--- config.mk ---
export PLATFORM = sky130hd
export DESIGN_NAME = pc_fetch_unit
export DESIGN_NICKNAME = d
export VERILOG_FILES = /design/src/rtl/pc_fetch_unit_pkg.sv /design/src/rtl/pc_fetch_unit_npc_calc.sv /design/src/rtl/pc_fetch_unit.sv
export SDC_FILE = /design/constraint.sdc
export NUM_CORES = 1
export LEC_CHECK = 0
export CAP_MARGIN = 25
export CORE_ASPECT_RATIO = 1.25
export CORE_MARGIN = 1
export CORE_UTILIZATION = 48
export DETAILED_ROUTE_END_ITERATION = 10
export GPL_ROUTABILITY_DRIVEN = 0
export GPL_TIMING_DRIVEN = 1
export HOLD_SLACK_MARGIN = 0.06
export PLACE_DENSITY = 0.8
export SLEW_MARGIN = 0
export SYNTH_ARGS = -nofsm -noshare
export SYNTH_HDL_FRONTEND = slang
export SYNTH_SLANG_ARGS = --single-unit
--- constraint.sdc ---
create_clock -name clk -period 16 [get_ports clk]
set_input_delay 2.4 -clock clk [delete_from_list [all_inputs] [get_ports clk]]
set_output_delay 2.4 -clock clk [all_outputs]
set_load 0.01 [all_outputs]
--- src/rtl/pc_fetch_unit_pkg.sv ---
// Shared encodings and default memory map for the PC fetch unit.
package pc_fetch_unit_pkg;

  localparam logic [1:0] NPC_SEQ    = 2'b00;
  localparam logic [1:0] NPC_BRANCH = 2'b01;
  localparam logic [1:0] NPC_JUMP   = 2'b10;
  localparam logic [1:0] NPC_JR     = 2'b11;

  localparam logic [1:0] FAULT_NONE     = 2'b00;
  localparam logic [1:0] FAULT_MISALIGN = 2'b01;
  localparam logic [1:0] FAULT_RANGE    = 2'b10;

  localparam logic [31:0] DEFAULT_RESET_PC = 32'h0000_3000;
  localparam int unsigned DEFAULT_IM_WORDS = 32'd4096;

  typedef enum logic {
    ST_RUN  = 1'b0,
    ST_HALT = 1'b1
  } state_e;

  // Word-aligned byte addresses have zero in the two low bits.
  function automatic logic is_misaligned(input logic [31:0] addr);
    return (addr[1:0] != 2'b00);
  endfunction

endpackage

--- src/rtl/pc_fetch_unit_npc_calc.sv ---
// Combinational next-PC candidate selection plus alignment/range classification.
module pc_fetch_unit_npc_calc
  import pc_fetch_unit_pkg::*;
#(
  parameter logic [31:0] RESET_PC = DEFAULT_RESET_PC,
  parameter int unsigned IM_WORDS = DEFAULT_IM_WORDS
) (
  input  logic [31:0] pc,
  input  logic [1:0]  npc_sel,
  input  logic        cmp_true,
  input  logic [15:0] imm16,
  input  logic [25:0] imm26,
  input  logic [31:0] rs_val,
  output logic [31:0] npc,
  output logic [1:0]  fault_code
);

  // Upper bound kept at 33 bits so a memory ending at 2^32 cannot wrap.
  localparam logic [31:0] IM_BYTES = 32'(IM_WORDS) << 2;
  localparam logic [32:0] IM_END   = {1'b0, RESET_PC} + {1'b0, IM_BYTES};

  logic [31:0] seq_s;
  logic [31:0] br_off_s;

  assign seq_s    = pc + 32'd4;
  assign br_off_s = {{14{imm16[15]}}, imm16, 2'b00};

  // Candidate mux over the four next-PC sources.
  always_comb begin
    npc = seq_s;
    case (npc_sel)
      NPC_SEQ:    npc = seq_s;
      NPC_BRANCH: begin
        if (cmp_true) begin
          npc = seq_s + br_off_s;
        end else begin
          npc = seq_s;
        end
      end
      NPC_JUMP:   npc = {pc[31:28], imm26, 2'b00};
      NPC_JR:     npc = rs_val;
      default:    npc = seq_s;
    endcase
  end

  // Misalignment outranks the range check when both apply.
  always_comb begin
    fault_code = FAULT_NONE;
    if (is_misaligned(npc)) begin
      fault_code = FAULT_MISALIGN;
    end else if ((npc < RESET_PC) || ({1'b0, npc} >= IM_END)) begin
      fault_code = FAULT_RANGE;
    end else begin
      fault_code = FAULT_NONE;
    end
  end

endmodule

--- src/rtl/pc_fetch_unit.sv ---
// Architectural PC register with RUN/HALT control and a sticky fault code.
module pc_fetch_unit
  import pc_fetch_unit_pkg::*;
#(
  parameter logic [31:0] RESET_PC = DEFAULT_RESET_PC,
  parameter int unsigned IM_WORDS = DEFAULT_IM_WORDS
) (
  input  logic        clk,
  input  logic        reset,
  input  logic        stall,
  input  logic [1:0]  npc_sel,
  input  logic        cmp_true,
  input  logic [15:0] imm16,
  input  logic [25:0] imm26,
  input  logic [31:0] rs_val,
  output logic [31:0] pc,
  output logic [31:0] pc_plus4,
  output logic        halted,
  output logic [1:0]  fault
);

  state_e      state_r, state_s;
  logic [31:0] pc_r, pc_s;
  logic [1:0]  fault_r, fault_s;
  logic [31:0] npc_s;
  logic [1:0]  npc_fault_s;

  pc_fetch_unit_npc_calc #(
    .RESET_PC (RESET_PC),
    .IM_WORDS (IM_WORDS)
  ) u_npc_calc (
    .pc         (pc_r),
    .npc_sel    (npc_sel),
    .cmp_true   (cmp_true),
    .imm16      (imm16),
    .imm26      (imm26),
    .rs_val     (rs_val),
    .npc        (npc_s),
    .fault_code (npc_fault_s)
  );

  // State, PC and fault registers; only reset leaves HALT.
  always_ff @(posedge clk or negedge reset) begin
    if (!reset) begin
      state_r <= ST_RUN;
      pc_r    <= RESET_PC;
      fault_r <= FAULT_NONE;
    end else begin
      state_r <= state_s;
      pc_r    <= pc_s;
      fault_r <= fault_s;
    end
  end

  // Next-state logic: an illegal candidate never reaches pc_r.
  always_comb begin
    state_s = state_r;
    pc_s    = pc_r;
    fault_s = fault_r;
    case (state_r)
      ST_RUN: begin
        if (stall) begin
          pc_s = pc_r;
        end else if (npc_fault_s != FAULT_NONE) begin
          state_s = ST_HALT;
          fault_s = npc_fault_s;
        end else begin
          pc_s = npc_s;
        end
      end
      ST_HALT: state_s = ST_HALT;
      default: state_s = ST_HALT;
    endcase
  end

  assign pc       = pc_r;
  assign pc_plus4 = pc_r + 32'd4;
  assign halted   = (state_r == ST_HALT);
  assign fault    = fault_r;

endmodule

==> results.py, run 1 <==
metrics = {
    "global_route": {
        "grt_pass1_wl_um": 33000,
        "grt_max_degree": 55,
        "grt_pass1_vias": 6433,
        "gr-total-overflow": 0,
        "grt_usage_pct": 35.2,
        "antenna_found_initial": 0,
    },
    "floorplanning": {
        "rows": 42,
        "io_pins": 147,
        "fp.dieH_um": 120,
        "core_um2": 10800,
        "die_width_um": 96.7,
        "dieArea_um2": 11600,
        "initial_utilization_pct": 49.9,
    },
    "drt": {
        "vias_per_cell": 6.99,
        "drc": 0,
        "drtPass1Iterations": 5,
        "wl_per_cell_um": 22.1,
        "vias": 6757,
        "routed_wl_um": 21300,
        "ant_nets": 0,
        "drtIter0Drc": 823,
    },
    "yosys": {
        "ys_types": 77,
        "syn_area_per_cell_um2": 7.43,
        "yosysTopAreaCellShare_pct": 15.3,
        "synthFlopType": "dfrtp_1",
        "synth_edf_count": 0,
        "synth_top_area_cell": "dfrtp_1",
        "synth_area_leaders": "dfrtp_1 (15%), ha_1 (7.0%), a21oi_1 (5.4%)",
        "synthArstFlopShare_pct": 100,
        "synth_area_um2": 5380,
        "yosysMostFrequentCell": "nand2_1",
        "yosys_warnings": 0,
        "synth_common_cells": "nand2_1 (75), nor2_1 (66), a21oi_1 (58), o21ai_0 (45), clkbuf_1 (39)",
        "synth-seq-cells": 35,
        "synthCells": 724,
        "syn_nets": 835,
        "ys_seq_area_share_pct": 16.3,
    },
    "worst_hold_path": {
        "holdPathEnd": "fault[1]",
        "hp-class": "flip-flop to flip-flop",
        "hp-start": "fault[1]",
        "holdPathStages": 2,
    },
    "worst_setup_path": {
        "crit_fanout": 32,
        "r2r_slack_ps": 9830,
        "critPathMaxStageDelay_ps": 600,
        "path_class": "input pin to flip-flop",
        "cp.arrival_ps": 7330,
        "ff2ff_path_depth": 16,
        "r2r_end": "pc[4]",
        "worstPathRequired_ps": 16160,
        "critPathLaunchType": "input pin",
        "crit_path_end_kind": "flip-flop",
        "crit_slowest_cell": "or4_4",
        "path_cells": "clkdlybuf4s50_1 > ha_1 > fa_1 > a21o_1 > a221oi_1 > nor3_1 > o2111a_1 > or4_1 > o211ai_1 > nand4_1 > or4_4 > nor4b_4 > buf_4 > mux2_2",
        "rr_startpoint": "pc[2]",
    },
    "cts": {
        "clock_latency_ps": 280,
        "postCtsSetupRepairBufs": 0,
        "cts_hold_buffers": 0,
        "cts_tree": "built",
        "clk_pin_slew_worst_paths_ps": 60,
        "numCtsBuffers": 5,
        "clock_sinks": 35,
        "ctsResizeCount": 0,
        "cts.path.max_buffers": 2,
        "cts-root-buf": "clkbuf_16",
        "htreeDepth": 2,
    },
    "timing": {
        "hold_viol": 0,
        "tightest_slew_ps": 931,
        "fin_crit_sh_pct": 44.8,
        "fin_skew_ps": 2.60,
        "fin_ws_ps": 8840,
        "relSlewSlack_pct": 37.7,
        "fin_setup_tns_ps": 0,
        "setup_violations": 0,
        "rsz0062_at_grt": "no",
        "fmax_ghz": 0.140,
        "fin_crit_ps": 7160,
        "maxSlewViolCount": 0,
    },
    "finish": {
        "drive_above_1_share_pct": 6.23,
        "antenna_cells": 0,
        "nets": 945,
        "utilization_pct": 65.1,
        "syn_to_final_growth_pct": 30.3,
        "num-fill-cells": 908,
    },
    "power_and_ir_drop": {
        "switching_power_w": 0.0000884,
        "p_int_w": 0.000205,
        "p_per_area_nw_per_um2": 41.8,
        "combPwrFrac_pct": 31.6,
        "switching_share_pct": 30.1,
        "clkPwrFrac_pct": 37.9,
        "ir_drop_v": 0.0000492,
        "power.leakage_nw": 2.87,
        "pwr-share-seq_pct": 30.5,
    },
    "placed_design": {
        "hpwl_um": 16100,
        "portBuffers": 146,
        "preCtsSetupSlack_ps": 8640,
    },
    "outcome": {
        "status": "finished, final reports clean",
    },
    "run": {
        "max-cap-violations": 0,
    },
}
metal layers:
| layer | vias to the layer above | part of all wire, % | global-route usage (%) |
|---|---|---|---|
| met3 | 122 | 12 | 6.07 |
| met4 | 0 | 5.9 | 20.6 |
| met1 | 3117 | 36 | 42.1 |
| met5 | - | 0 | 0 |
| met2 | 522 | 47 | 59.2 |
| li1 | 2996 | - | - |
how the worst max path moves through the flow:
stage / startpoint / end / slack (ps) / cells past startpoint
2_1_floorplan: imm16[0] / pc[10] / 9760 / 13
3_3_place_gp: imm16[0] / pc[4] / 8800 / 14
3_5_place_dp: imm16[0] / pc[4] / 8640 / 14
4_1_cts: imm16[0] / pc[4] / 8910 / 14
5_1_grt: imm16[15] / pc[4] / 8630 / 13
6_report: imm16[0] / pc[4] / 8840 / 14
power groups by stage:
stage / combinational, W / clock, W / sequential [W]
2_1_floorplan: 0.0000497 / 0 / 0.0000913
3_3_place_gp: 0.0000878 / 0 / 0.0000911
3_5_place_dp: 0.0000896 / 0 / 0.0000910
4_1_cts: 0.0000901 / 0.000111 / 0.0000895
5_1_grt: 0.0000985 / 0.000114 / 0.0000895
6_report: 0.0000927 / 0.000111 / 0.0000895
registers in the layout, indices dropped and copies added, names as in the netlist:
register / count
pc: 32
halted: 1
fault: 2
cell type report:
cell class / count / area, um^2 / share of cell area, %
repair buffers: 153 / 1500 / 21.5
inverters: 15 / 57.6 / 0.821
clock inverters: 3 / 43.8 / 0.625
multi-input cells: 624 / 4230 / 60.4
clock buffers: 5 / 125 / 1.79
flip-flops and latches: 35 / 878 / 12.5
well taps: 132 / 165 / 2.36
layout by cell type (no fill, tap or decap), drive strengths merged, types with 13 or more instances in the layout:
cell           count
clkdlybuf4s50    144
nand2             75
nor2              66
a21oi             58
o21ai             45
dfrtp             33
ha                30
nand4             29
nor2b             26
nand3             24
nor3              23
xor2              18
xnor2             17
mux2              16
inv               14
a211oi            13
through the flow:
| stage | cells | instance area [um^2] | total power [W] | hold WS (ps) |
|---|---|---|---|---|
| global route | 967 | 7010 | 0.000302 | 554 |
| finish | 967 | 7010 | 0.000293 | 529 |
| floorplan | 724 | 5380 | 0.000141 | 533 |
| global placement | 959 | 6840 | 0.000179 | 491 |
| CTS | 967 | 7010 | 0.000291 | 525 |
| detailed placement | 959 | 6840 | 0.000181 | 503 |
critical path: cells and delay by family:
family	cells	cell delay (ps)
and+or+nand+nor	5	1790
AOI/OAI and AO/OA	4	1250
buffers and inverters	2	820
adders and majority gates	2	660
muxes	1	380
kinds of logic after synthesis:
family,synth area share (%)
simple gates,29.2
compound gates,28.0
buf+inv,4.98
xor+xnor,5.70
flops,16.3
mux,8.46
fa+ha+maj,7.35
Note: power is estimated with default switching activity, not from simulation.
==> run 2: changes to the inputs <==
--- a/config.mk
+++ b/config.mk
@@ -8,12 +8,12 @@
 export CAP_MARGIN = 25
 export CORE_ASPECT_RATIO = 1.25
 export CORE_MARGIN = 1
-export CORE_UTILIZATION = 48
+export CORE_UTILIZATION = 45
 export DETAILED_ROUTE_END_ITERATION = 10
 export GPL_ROUTABILITY_DRIVEN = 0
 export GPL_TIMING_DRIVEN = 1
 export HOLD_SLACK_MARGIN = 0.06
-export PLACE_DENSITY = 0.8
+export PLACE_DENSITY = 0.78
 export SLEW_MARGIN = 0
 export SYNTH_ARGS = -nofsm -noshare
 export SYNTH_HDL_FRONTEND = slang
==> constraint.sdc (replaced) <==
create_clock -name clk -period 6.25 [get_ports clk]
set_input_delay 0.9375 -clock clk [delete_from_list [all_inputs] [get_ports clk]]
set_output_delay 0.9375 -clock clk [all_outputs]
set_load 0.01 [all_outputs]
==> run 2 against run 1 <==
Against the previous run:
- final area up 1.6%
- first-iteration DRC count down 12%
- clock power rose to 2.6 times the previous value
- count of clock-buffer cells in the layout unchanged
- routed wire length up 1.4%
- power rose to 2.6 times the previous value
- worst setup slack worse by 8500 ps
- die area up 6.5%
- highest routed layer unchanged
- clock skew up 2.2 ps
- combinational power rose to 2.6 times the previous value
- largest cell class unchanged
==> results.py, run 2 (same netlist as run 1, synthesis figures left out) <==
metrics = {
    "outcome": {
        "status": "finished, final reports clean",
    },
    "worst_setup_path": {
        "worstPathRequired_ps": 6420,
        "path_class": "flip-flop to flip-flop",
        "rr_startpoint": "pc[4]",
        "critPathLaunchType": "flip-flop",
        "r2r_end": "pc[4]",
        "crit_family": "simple AND/OR/NAND/NOR gates",
        "r2r_slack_ps": 370,
        "crit_slowest_cell": "or4_1",
        "crit_fanout": 14,
        "ff2ff_path_depth": 16,
        "crit_buf_inv": 1,
        "crit_path_end_kind": "flip-flop",
        "path_cells": "nand4_1 > or4_1 > nor4_1 > xor2_1 > ha_1 > a21oi_1 > o21ai_0 > a2111oi_0 > o32ai_1 > or4_1 > o211ai_1 > nand4_1 > or4_4 > nor4b_4 > buf_6 > mux2_2",
        "critPathMaxStageDelay_ps": 690,
        "cp.arrival_ps": 6050,
    },
    "timing": {
        "maxSlewViolCount": 0,
        "setup_violations": 0,
        "fin_crit_sh_pct": 94.1,
        "hold_viol": 0,
        "fin_setup_tns_ps": 0,
        "fmax_ghz": 0.170,
        "relSlewSlack_pct": 43.0,
        "tightest_slew_ps": 852,
        "rsz0062_at_grt": "no",
        "fin_crit_ps": 5880,
        "fin_skew_ps": 4.81,
    },
    "global_route": {
        "use_met1_pct": 42.2,
        "grtUsageMet3_pct": 6.51,
        "grt_pass1_wl_um": 33800,
        "grt_max_degree": 44,
        "grt_pass1_vias": 6408,
        "grt_usage_pct": 34.6,
        "gr-total-overflow": 0,
        "antenna_found_initial": 0,
        "top_usage_layer": "met2",
        "met2_usage_pct": 56.7,
    },
    "drt": {
        "ant_nets": 0,
        "wl_per_cell_um": 21.5,
        "drtIter0Drc": 726,
        "routed_wl_um": 21600,
        "drc": 0,
        "vias_per_cell": 6.71,
        "vias": 6749,
        "drtPass1Iterations": 5,
    },
    "placed_design": {
        "portBuffers": 146,
        "hpwl_um": 16900,
    },
    "power_and_ir_drop": {
        "ir_drop_v": 0.0000950,
        "power.leakage_nw": 2.93,
        "power.total_w": 0.000755,
        "p_per_area_nw_per_um2": 106,
    },
    "finish": {
        "drive_above_1_share_pct": 7.34,
        "layout_common_cells": "clkdlybuf4s50_1 (144), nand2_1 (75), nor2_1 (66), a21oi_1 (58), o21ai_0 (45)",
        "layout_commonest_cell": "clkdlybuf4s50_1",
        "largest_reg_flops": 32,
        "num-fill-cells": 1076,
        "syn_to_final_growth_pct": 32.4,
        "antenna_cells": 0,
        "nets": 955,
    },
    "floorplanning": {
        "fp.dieH_um": 124,
        "initial_utilization_pct": 46.3,
        "core_um2": 11600,
        "io_pins": 147,
        "rows": 44,
        "dieArea_um2": 12400,
        "die_width_um": 99.8,
    },
    "cts": {
        "htreeDepth": 2,
        "clock_latency_ps": 290,
        "clock_sinks": 35,
        "cts_tree": "built",
        "postCtsSetupRepairBufs": 0,
        "cts-root-buf": "clkbuf_16",
        "numCtsBuffers": 5,
        "clk_pin_slew_worst_paths_ps": 60,
        "cts.path.max_buffers": 2,
    },
    "worst_hold_path": {
        "hp-start": "halted",
        "holdPathStages": 1,
        "hp-class": "flip-flop to flip-flop",
        "holdPathEnd": "halted",
    },
    "run": {
        "max-cap-violations": 0,
    },
}
[run 2: cell type report]
cell class                 instances  area [um^2]  share of cell area [%]
tap                              161          201                    2.83
inverter                          15         57.6                   0.808
sequential                        35          878                    12.3
timing repair buffer             163         1580                    22.2
multi-input combinational        624         4230                    59.4
clock inverter                     3         43.8                   0.615
clock buffer                       5          125                    1.76
[run 2: what timing repair did]
action / in CTS / in global routing
setup endpoints to repair: 0 / 2
resized for setup: 0 / 1
hold buffers: 0 / 0
[run 2: worst max path at each step]
| stage | cells past startpoint | startpoint | to | slack, ps |
|---|---|---|---|---|
| after floorplan | 17 | pc[4] | pc[10] | 900 |
| after global placement | 13 | imm16[15] | pc[4] | 620 |
| after detailed placement | 13 | imm16[15] | pc[4] | 450 |
| after CTS | 16 | pc[4] | pc[3] | 420 |
| after global routing | 16 | pc[5] | pc[3] | 50 |
| final | 16 | pc[4] | pc[4] | 370 |
[run 2: report_power, final]
group / internal [W] / switching [W] / leakage, nW
clock network: 0.000188 / 0.0000980 / 0.0838
logic: 0.000110 / 0.000130 / 2.37
registers: 0.000228 / 0.000000946 / 0.467
total: 0.000526 / 0.000229 / 2.93
[run 2: through the flow]
stage / hold WS (ps) / instances / utilization, % / area (um^2) / setup slack, ps
2_1_floorplan: 533 / 724 / - / 5380 / 900
3_3_place_gp: 494 / 998 / 59.8 / 6950 / 623
3_5_place_dp: 494 / 998 / 59.8 / 6950 / 453
4_1_cts: 520 / 1006 / 61.3 / 7120 / 424
5_1_grt: 535 / 1006 / 61.3 / 7120 / 48.3
6_report: 517 / 1006 / 61.3 / 7120 / 370
[run 2: per-layer routing]
metal | share of wire [%] | wire length [um] | vias to the layer above
met3 | 9.8 | 2120 | 124
li1 | - | - | 3008
met4 | 6.3 | 1350 | 0
met5 | 0 | 0 | -
met1 | 37 | 7920 | 3146
met2 | 47 | 10300 | 471
==> run 3: changes to the inputs <==
--- a/config.mk
+++ b/config.mk
@@ -7,13 +7,11 @@
 export LEC_CHECK = 0
 export CAP_MARGIN = 25
 export CORE_ASPECT_RATIO = 1.25
-export CORE_MARGIN = 1
 export CORE_UTILIZATION = 45
 export DETAILED_ROUTE_END_ITERATION = 10
 export GPL_ROUTABILITY_DRIVEN = 0
-export GPL_TIMING_DRIVEN = 1
 export HOLD_SLACK_MARGIN = 0.06
-export PLACE_DENSITY = 0.78
+export PLACE_DENSITY = 0.83
 export SLEW_MARGIN = 0
 export SYNTH_ARGS = -nofsm -noshare
 export SYNTH_HDL_FRONTEND = slang
==> run 3 against run 2 <==
Against the previous run:
- flip-flop and latch count is the same
- register-to-register slack hardly changed
- global-route usage decreased by 1.2 points
- final area barely moved
- power is 3.9% higher
- sequential power hardly changed
- worst hold slack got worse by 19 ps
- utilization about the same
- routed wire length decreased by 4.1%
- worst setup slack worse by 2.3 ps
- largest cell class unchanged
- highest routed layer unchanged
==> results.py, run 3 (same netlist as run 1, synthesis figures left out) <==
metrics = {
    "worst_setup_path": {
        "cp.arrival_ps": 6040,
        "rr_startpoint": "pc[2]",
        "worstPathRequired_ps": 6410,
        "r2r_end": "pc[4]",
        "crit_fanout": 30,
        "critPathLaunchType": "flip-flop",
        "ff2ff_path_depth": 16,
        "path_class": "flip-flop to flip-flop",
        "crit_path_end_kind": "flip-flop",
        "r2r_slack_ps": 370,
    },
    "timing": {
        "setup_violations": 0,
        "fin_skew_ps": 5.35,
        "fin_crit_sh_pct": 94.1,
        "relSlewSlack_pct": 44.6,
        "fin_setup_tns_ps": 0,
        "rsz0062_at_grt": "no",
        "maxSlewViolCount": 0,
        "hold_viol": 0,
        "fmax_ghz": 0.170,
        "tightest_slew_ps": 830,
        "fin_crit_ps": 5880,
        "fin_ws_ps": 368,
    },
    "drt": {
        "drtIter0Drc": 828,
        "drtPass1Iterations": 8,
        "vias_per_cell": 6.60,
        "routed_wl_um": 20800,
        "vias": 6623,
        "ant_nets": 0,
        "drc": 0,
        "wl_per_cell_um": 20.7,
    },
    "finish": {
        "multi_input_area_um2": 4240,
        "nets": 952,
        "layout_commonest_cell": "clkdlybuf4s50_1",
        "seq_area_um2": 878,
        "syn_to_final_growth_pct": 32.3,
        "antenna_cells": 0,
        "drive_above_1_share_pct": 7.01,
        "largest_reg_flops": 32,
        "layout_common_cells": "clkdlybuf4s50_1 (143), nand2_1 (75), nor2_1 (66), a21oi_1 (58), o21ai_0 (45)",
        "num-fill-cells": 1040,
    },
    "global_route": {
        "gr-total-overflow": 0,
        "grt_usage_pct": 33.4,
        "grt_max_degree": 45,
        "grt_pass1_vias": 6352,
        "antenna_found_initial": 0,
        "grt_pass1_wl_um": 32700,
    },
    "power_and_ir_drop": {
        "p_int_w": 0.000566,
        "ir_drop_v": 0.000102,
        "clkPwrFrac_pct": 40.6,
        "switching_share_pct": 27.9,
        "power.leakage_nw": 2.92,
        "switching_power_w": 0.000219,
        "combPwrFrac_pct": 30.2,
        "pwr-share-seq_pct": 29.2,
        "p_per_area_nw_per_um2": 110,
    },
    "floorplanning": {
        "fp.dieH_um": 124,
        "initial_utilization_pct": 46.3,
        "die_width_um": 99.8,
        "dieArea_um2": 12400,
        "core_um2": 11600,
        "rows": 44,
        "io_pins": 147,
    },
    "cts": {
        "cts.path.max_buffers": 2,
        "numCtsBuffers": 5,
        "cts_hold_buffers": 0,
        "clk_pin_slew_worst_paths_ps": 50,
        "htreeDepth": 2,
        "clock_latency_ps": 280,
        "postCtsSetupRepairBufs": 0,
        "cts_tree": "built",
        "clock_sinks": 35,
        "cts-root-buf": "clkbuf_16",
    },
    "worst_hold_path": {
        "holdPathEnd": "fault[0]",
        "holdPathStages": 1,
        "hp-class": "flip-flop to flip-flop",
        "hp-start": "fault[0]",
    },
    "placed_design": {
        "hpwl_um": 15800,
        "portBuffers": 146,
        "preCtsSetupSlack_ps": 372,
    },
    "run": {
        "max-cap-violations": 0,
    },
    "outcome": {
        "status": "finished, final reports clean",
    },
}
## run 3: what timing repair did
action / 4_1_cts / 5_1_grt
hold endpoints to repair: 0 / 0
setup endpoints to repair: 0 / 12
gates resized for setup: 0 / 4
## run 3: how the worst max path moves through the flow
stage           from     end  slack (ps)  cells past startpoint
6_report       pc[2]   pc[4]         370                     16
4_1_cts        pc[2]   pc[4]         290                     16
5_1_grt        pc[2]   pc[4]          20                     16
3_5_place_dp   pc[2]   pc[3]         370                     16
3_3_place_gp   pc[4]   pc[4]         510                     16
2_1_floorplan  pc[4]  pc[10]         900                     17
## run 3: stage by stage
step	total power [W]	instances	hold WS, ps	instance area [um^2]	util (%)
after floorplan	0.000361	724	533	5380	-
final	0.000784	1003	498	7120	61.3
after global routing	0.000813	1003	529	7120	61.3
after CTS	0.000781	1003	501	7110	61.2
after global placement	0.000461	995	497	6920	59.6
after detailed placement	0.000463	995	488	6920	59.6
## run 3: metal layers
metal | vias up | routed length, um | GRT usage [%]
met5 | - | 0 | 0
met4 | 0 | 1620 | 23.9
met3 | 118 | 2240 | 6.51
met2 | 454 | 9470 | 53.2
met1 | 3041 | 7420 | 39.7
li1 | 3010 | - | -
## run 3: cell type report
type	count	area share (%)
Multi-Input combinational cell	624	59.5
Timing Repair Buffer	160	21.9
Sequential cell	35	12.3
Tap cell	161	2.83
Clock buffer	6	1.81
Clock inverter	2	0.843
Inverter	15	0.808
## run 3: critical path, stage by stage (launching register included)
cell       delay, ps
dfrtp_1          490
nand2_1          200
or4_1            700
nor4_1           290
xor2_1           300
ha_1             360
a21oi_1          210
o21ai_0          200
a2111oi_1        440
o32ai_1          200
or4_1            490
o211ai_1         100
nand4_1          110
or4_4            610
nor4b_4          400
buf_8            290
mux2_2           360
## run 3: power by group through the flow
stage / logic [W] / clock network (W) / registers, W
4_1_cts: 0.000231 / 0.000321 / 0.000229
6_report: 0.000237 / 0.000319 / 0.000229
3_3_place_gp: 0.000228 / 0 / 0.000233
5_1_grt: 0.000253 / 0.000331 / 0.000229
3_5_place_dp: 0.000230 / 0 / 0.000233
2_1_floorplan: 0.000127 / 0 / 0.000234
